===== src/rtl/gpio_top.sv =====
// Memory-mapped GPIO slave: register window with one-cycle registered ack,
// output/enable pins, synchronised inputs and a pending-event interrupt.
module gpio_top #(
  parameter int GPIO_WIDTH  = 8,
  parameter int SYNC_STAGES = 2,
  parameter int ADDR_W      = 8
) (
  input  logic                  clk,
  input  logic                  rst_n,
  input  logic                  dbus_req_i,
  input  logic                  gpio_sel_i,
  input  logic                  dbus_w_en_i,
  input  logic [ADDR_W-1:0]     dbus_addr_i,
  input  logic [3:0]            dbus_sel_byte_i,
  input  logic [31:0]           dbus_w_data_i,
  output logic [31:0]           gpio2dbus_rdata_o,
  output logic                  gpio2dbus_ack_o,
  output logic                  gpio_irq_o,
  input  logic [GPIO_WIDTH-1:0] gpio_in_i,
  output logic [GPIO_WIDTH-1:0] gpio_out_o,
  output logic [GPIO_WIDTH-1:0] gpio_oe_o
);

  localparam logic [0:0] S_IDLE = 1'b0;
  localparam logic [0:0] S_ACK  = 1'b1;

  localparam logic [ADDR_W-1:0] A_OUT  = ADDR_W'(32'h00);
  localparam logic [ADDR_W-1:0] A_OE   = ADDR_W'(32'h04);
  localparam logic [ADDR_W-1:0] A_IN   = ADDR_W'(32'h08);
  localparam logic [ADDR_W-1:0] A_IE   = ADDR_W'(32'h0C);
  localparam logic [ADDR_W-1:0] A_TYPE = ADDR_W'(32'h10);
  localparam logic [ADDR_W-1:0] A_PEND = ADDR_W'(32'h14);

  logic [0:0]                                 state_q, state_d;
  logic [GPIO_WIDTH-1:0]                      out_q, out_d, oe_q, oe_d, ie_q, ie_d;
  logic [GPIO_WIDTH-1:0]                      type_q, type_d, pend_q, pend_d;
  logic [GPIO_WIDTH-1:0]                      prev_q, prev_d;
  logic [SYNC_STAGES-1:0][GPIO_WIDTH-1:0]     sync_q, sync_d;
  logic [31:0]                                rdata_q, rdata_d;
  logic                                       irq_q, irq_d;

  logic                  accept, wr;
  logic [ADDR_W-1:0]     off;
  logic [31:0]           bmask32, rd;
  logic [GPIO_WIDTH-1:0] wmask, wdata, sync, evt, w1c;
  logic                  unused_bits;

  assign unused_bits = ^{dbus_addr_i[1:0], dbus_w_data_i, bmask32};

  always_comb begin
    accept = (state_q == S_IDLE) && dbus_req_i && gpio_sel_i;
    wr     = accept && dbus_w_en_i;
    off    = {dbus_addr_i[ADDR_W-1:2], 2'b00};
    for (int b = 0; b < 4; b++) bmask32[8*b +: 8] = {8{dbus_sel_byte_i[b]}};
    wmask  = bmask32[GPIO_WIDTH-1:0];
    wdata  = dbus_w_data_i[GPIO_WIDTH-1:0];

    sync_d[0] = gpio_in_i;
    for (int i = 1; i < SYNC_STAGES; i++) sync_d[i] = sync_q[i-1];
    sync   = sync_q[SYNC_STAGES-1];
    prev_d = sync;
    // Edge pins fire once per rising edge; level pins fire every cycle they are high
    evt    = (type_q & sync & ~prev_q) | (~type_q & sync);

    out_d  = out_q;
    oe_d   = oe_q;
    ie_d   = ie_q;
    type_d = type_q;
    w1c    = '0;
    if (wr) begin
      case (off)
        A_OUT:   out_d  = (out_q  & ~wmask) | (wdata & wmask);
        A_OE:    oe_d   = (oe_q   & ~wmask) | (wdata & wmask);
        A_IE:    ie_d   = (ie_q   & ~wmask) | (wdata & wmask);
        A_TYPE:  type_d = (type_q & ~wmask) | (wdata & wmask);
        A_PEND:  w1c    = wdata & wmask;
        default: ;
      endcase
    end
    pend_d = (pend_q & ~w1c) | evt;

    rd = '0;
    case (off)
      A_OUT:   rd[GPIO_WIDTH-1:0] = out_q;
      A_OE:    rd[GPIO_WIDTH-1:0] = oe_q;
      A_IN:    rd[GPIO_WIDTH-1:0] = sync;
      A_IE:    rd[GPIO_WIDTH-1:0] = ie_q;
      A_TYPE:  rd[GPIO_WIDTH-1:0] = type_q;
      A_PEND:  rd[GPIO_WIDTH-1:0] = pend_q;
      default: ;
    endcase
    rdata_d = (accept && !dbus_w_en_i) ? rd : '0;

    state_d = accept ? S_ACK : S_IDLE;
    irq_d   = |(pend_q & ie_q);
  end

  always_ff @(posedge clk or negedge rst_n) begin
    if (!rst_n) begin
      state_q <= S_IDLE;
      out_q   <= '0;
      oe_q    <= '0;
      ie_q    <= '0;
      type_q  <= '0;
      pend_q  <= '0;
      prev_q  <= '0;
      sync_q  <= '0;
      rdata_q <= '0;
      irq_q   <= 1'b0;
    end else begin
      state_q <= state_d;
      out_q   <= out_d;
      oe_q    <= oe_d;
      ie_q    <= ie_d;
      type_q  <= type_d;
      pend_q  <= pend_d;
      prev_q  <= prev_d;
      sync_q  <= sync_d;
      rdata_q <= rdata_d;
      irq_q   <= irq_d;
    end
  end

  assign gpio2dbus_ack_o   = (state_q == S_ACK);
  assign gpio2dbus_rdata_o = rdata_q;
  assign gpio_irq_o        = irq_q;
  assign gpio_out_o        = out_q;
  assign gpio_oe_o         = oe_q;

endmodule

===== config.mk =====
export PLATFORM = sky130hd
export DESIGN_NAME = gpio_top
export DESIGN_NICKNAME = d
export VERILOG_FILES = /design/src/rtl/gpio_top.sv
export SDC_FILE = /design/constraint.sdc
export NUM_CORES = 1
export LEC_CHECK = 0
export ABC_AREA = 1
export CORE_MARGIN = 2
export CORE_UTILIZATION = 46
export CTS_CLUSTER_SIZE = 40
export DETAILED_ROUTE_END_ITERATION = 10
export GPL_TIMING_DRIVEN = 0
export PLACE_DENSITY_LB_ADDON = 0.05
export SYNTH_ARGS = -nofsm -noshare
export SYNTH_HDL_FRONTEND = slang
export SYNTH_SLANG_ARGS = --single-unit

===== constraint.sdc =====
create_clock -name clk -period 1.6 [get_ports clk]
set_input_delay 0.32 -clock clk [delete_from_list [all_inputs] [get_ports clk]]
set_output_delay 0.32 -clock clk [all_outputs]
set_load 0.01 [all_outputs]

# == Yosys cells after proc, flatten, opt, wreduce, memory -nomap -nowiden ==
# Index checks and enable logic that the tools add are counted.
# word_totals
regBits,74
inputBits,57
out_inout_bits,50
word_cells,53
# op_classes
eq_ne,5
n_mux,5
bitwise,21
n_reduce_logical,11
# ops
operator,n
bitwise AND 8 bit,10
bitwise OR 8 bit,6
one-hot mux 8 bit (6 select lines),1
inverter 8 bit,4
two-way mux 8 bit,3
equality test 6 x 2 -> 1 bit (second input constant),2
equality test 6 x 3 -> 1 bit (second input constant),2
AND reduction 2 bit,4
OR reduction 8 bit,1
equality test 6 x 1 -> 1 bit (second input constant),1
zero test 6 bit,1
logical AND 1 bit,4
zero test 1 bit,1
two-way mux 1 bit,1
inverter 1 bit,1

# == Longest topological paths before layout ==
# Gate-level depths: netlist (run 1).
# logic_depth
ltp_word,8
ltp_mapped,8

# == Worst setup path before layout (run 1) ==
# No wires, ideal clock.
# synth_path
path_type,reg-to-reg
startpoint,"register state_q, in the netlist gpio2dbus_ack_o"
endpoint,register (tool-made name)
setup_time_ps,123
arrival_time_ps,1190
slack_ps,287
stages_incl_launch_ff,7
n_path_buf,1
synth_period_minus_slack_ps,1313
cell_sequence,dfrtp_1 -> nand3b_4 -> nor2_8 -> nand4_2 -> buf_2 -> nand2_1 -> o21ai_1
# synth_lines
element,line,text
start: declaration,34,"logic [0:0] state_q, state_d;"
start signal: assignment,111,state_q <= state_d;

# == Final worst setup path (run 1) ==
# layout_path
startpoint,"register rdata_q[7], in the netlist gpio2dbus_rdata_o[7]"
endpoint,output port gpio2dbus_rdata_o[7]
# layout_lines
element,line,text
start: declaration,39,"logic [31:0] rdata_q, rdata_d;"
start signal: assignment,119,rdata_q <= rdata_d;
end: declaration,16,"output logic [31:0] gpio2dbus_rdata_o,"
# No word-level cell between the ends.

==> results of run 1 <==
timing repair:
action	in CTS	in global routing
pin swaps	0	3
hold buffers	1	0
setup endpoints to repair	22	26
gates resized for setup	14	13
hold endpoints to repair	15	0
buffers inserted	0	4
area by class of cell:
cell class / instances / area, µm² / share of cell area (%)
well taps: 96 / 120 / 2.77
multi-input cells: 232 / 1200 / 27.6
inverters: 25 / 93.8 / 2.16
clock buffers: 10 / 138 / 3.17
flip-flops and latches: 74 / 1850 / 42.7
repair buffers: 59 / 593 / 13.7
clock inverters: 6 / 71.3 / 1.64
plain buffers: 36 / 270 / 6.23
path summary, 6_finish.rpt:
path | start | endpoint | slack [ns] | cells after the start
setup / recovery | gpio2dbus_rdata_o[7] | gpio2dbus_rdata_o[7] | 0.05 | 1
hold / removal | sync_d[11] | prev_d[3] | 0.35 | 0
setup reg to reg | gpio2dbus_ack_o | flip-flop | 0.12 | 6
hold reg to reg | sync_d[11] | prev_d[3] | 0.35 | 0
max in group asynchronous | rst_n | async pin | 0.65 | 3
min in group asynchronous | rst_n | sync_d[8] | 0.39 | 2
metrics by stage:
stage / TNS, ns / power (mW) / cells / area (µm²)
after floorplan: 0 / 2.18 / 367 / 3380
after global placement: -189.51 / 2.36 / 516 / 4030
after detailed placement: -14.47 / 2.38 / 517 / 4060
after CTS: 0 / 3.87 / 534 / 4270
after global routing: -0.145 / 4.01 / 538 / 4340
final: 0 / 3.85 / 538 / 4340
kinds of logic (layout without fill, tap and decap cells):
logic type             after synthesis  after routing
AO/OA/AOI/OAI                       57             57
other                                1             24
buffers and inverters               61            136
AND/OR/NAND/NOR                    151            151
flip-flops                          74             74
cell usage after synthesis:
cell type | number | area, µm²
sky130_fd_sc_hd__a21oi_1 | 15 | 75.1
sky130_fd_sc_hd__a221oi_1 | 2 | 17.5
sky130_fd_sc_hd__buf_1 | 1 | 3.75
sky130_fd_sc_hd__buf_2 | 6 | 30.0
sky130_fd_sc_hd__buf_4 | 26 | 195
sky130_fd_sc_hd__buf_6 | 3 | 33.8
sky130_fd_sc_hd__conb_1 | 1 | 3.75
sky130_fd_sc_hd__dfrtp_1 | 74 | 1850
sky130_fd_sc_hd__inv_1 | 22 | 82.6
sky130_fd_sc_hd__inv_2 | 3 | 11.3
sky130_fd_sc_hd__nand2_1 | 84 | 315
sky130_fd_sc_hd__nand2_2 | 1 | 6.26
sky130_fd_sc_hd__nand2_4 | 1 | 11.3
sky130_fd_sc_hd__nand3_1 | 12 | 60.1
sky130_fd_sc_hd__nand3_2 | 3 | 30.0
sky130_fd_sc_hd__nand3b_4 | 1 | 20.0
sky130_fd_sc_hd__nand4_1 | 22 | 138
sky130_fd_sc_hd__nand4_2 | 2 | 25.0
sky130_fd_sc_hd__nor2_1 | 18 | 67.6
sky130_fd_sc_hd__nor2_2 | 1 | 6.26
sky130_fd_sc_hd__nor2_4 | 3 | 33.8
sky130_fd_sc_hd__nor2_8 | 2 | 40.0
sky130_fd_sc_hd__o21ai_0 | 8 | 40.0
sky130_fd_sc_hd__o21ai_1 | 24 | 120
sky130_fd_sc_hd__o21ai_2 | 8 | 70.1
sky130_fd_sc_hd__or2_2 | 1 | 6.26
report_power, final:
part	internal (mW)	switching, mW
Sequential	1.92	0.0310
Combinational	0.174	0.217
Clock	0.776	0.727
Total	2.87	0.975
per-layer routing:
layer / part of all wire [%] / track usage [%]
met1: 43 / 28.5
met3: 6.6 / 6.53
met4: 0.41 / 3.31
met5: 0 / 0
met2: 50 / 35.6
==> results_dict.tcl, run 1 <==
set metrics [dict create \
    grt_start_max_net_pins 60 \
    startpoint_type "flip-flop" \
    synth_top_family_by_area "simple AND/OR/NAND/NOR gates" \
    critical_path.n_buffers_inverters 1 \
    placeableCoreArea_um2 6870 \
    drt-initial-drc-count 180 \
    level_count_of_the_clock_h_tree 3 \
    synthesis.area_um2 3290 \
    worst_hold_path_type "reg -> reg" \
    status "finished, final reports clean" \
    fin_worst_hold_slack_ns 0.347 \
    rsz0062_at_grt "yes" \
    layout_common_cells "84 x sky130_fd_sc_hd__nand2_1, 74 x sky130_fd_sc_hd__dfrtp_1, 35 x sky130_fd_sc_hd__clkdlybuf4s50_1" \
    synth_area_per_cell_um2 9.58 \
    boundaryPins 107 \
    yosys_register_bits 74 \
    grt.overflow.total 0 \
    critical_path.cell_chain "clkdlybuf4s50_1" \
    first_pass_grt_wire_length_um 12500 \
    die_width_um 88.6 \
    cts_num_sinks 74 \
    clk_pin_slew_worst_paths_ns 0.08 \
    initial_core_util_pct 48.0 \
    final_setup_viols 0 \
    cell_leakage_power_nw 2.20 \
    die_h_um 88.6 \
    tritoncts "done" \
    num_rows 30 \
    critPathKind "reg -> out" \
    routed_wirelength_um 7880 \
    routed_via_density 4.90 \
    power.ir.vdd_worst_uv 607 \
    drt-pass1-iter-count 5 \
    timing.critical_path.required_ns 1.28 \
    clock.fmax_mhz 644 \
    synth-adder-area-share_pct 0 \
    cp_max_fo 1 \
    synth.lib_cells_used.distinct 26 \
    nets 494 \
    fin_ws_ns 0.0461 \
    vias 2634 \
    timing.final.hold_violations 0 \
    gpl.final_weighted_congestion 0.855 \
    dp_slack_ns -0.411 \
    ctsLongestPathBuffers 2 \
    delay_of_the_slowest_cell_on_the_worst_path_ns 0.54 \
    max_cap_viol 0 \
    synthSimpleGateAreaFrac_pct 23.1 \
    antenna_left 0 \
    power-per-cell-area_nw_per_um2 887 \
    xor_and_xnor_fraction_of_the_mapped_netlist_area_pct 0 \
    fraction_of_the_mapped_netlist_area_in_compound_gates_pct 9.80 \
    final.period_utilization_pct 97.1 \
    cp_data_arrival_time_ns 1.23 \
    drc_errors 0 \
    crit_slowest_cell "sky130_fd_sc_hd__clkdlybuf4s50_1" \
    finalCriticalPeriod_ns 1.55 \
    fill_cells 614 \
    synthesis.instances 344 \
    synth-seq-area-share_pct 56.2 \
    yosys_warnings 0 \
    final_core_util_pct 63.1 \
    total_clock_buffers_created_by_cts 9 \
    wire_per_inst_um 14.6 \
    io_buffer_count 53 \
    area_growth_synth_to_finish_pct 31.6 \
    design.die.area_um2 7850 \
    layout_cell_share_with_drive_strength_beyond_1_pct 19.0 \
    cp-end-kind "output pin" \
    antenna_violations_before_repair 0 \
    synth.area.mux_share_pct 0 \
    worst_path_dominant_cell_family "buffers and inverters" \
    fin_clk_skew_ns 0.0113 \
    layout_commonest_cell "sky130_fd_sc_hd__nand2_1" \
    root_cell_of_the_clock_tree "sky130_fd_sc_hd__clkbuf_8" \
    num_antenna_cells 0 \
    clock_insertion_delay_worst_skew_ns 0.35 \
    place.detailed.hpwl_um 5630 \
    first_global_vias 2420 \
    drv_slew 0 \
    gr-usage-all-layers_pct 21.4 \
]
Power figures use the tool's default switching activity.
==> run 2: changes to the inputs <==
--- a/config.mk
+++ b/config.mk
@@ -8,7 +8,6 @@
 export ABC_AREA = 1
 export CORE_MARGIN = 2
 export CORE_UTILIZATION = 46
-export CTS_CLUSTER_SIZE = 40
 export DETAILED_ROUTE_END_ITERATION = 10
 export GPL_TIMING_DRIVEN = 0
 export PLACE_DENSITY_LB_ADDON = 0.05
==> results of run 2 <==
Final layout, timing and power as in run 1 (identical DEF).
==> run 3: changes to the inputs <==
--- a/config.mk
+++ b/config.mk
@@ -8,6 +8,7 @@
 export ABC_AREA = 1
 export CORE_MARGIN = 2
 export CORE_UTILIZATION = 46
+export CTS_CLUSTER_SIZE = 12
 export DETAILED_ROUTE_END_ITERATION = 10
 export GPL_TIMING_DRIVEN = 0
 export PLACE_DENSITY_LB_ADDON = 0.05
==> results of run 3 <==
Final layout, timing and power as in run 1 (identical DEF).
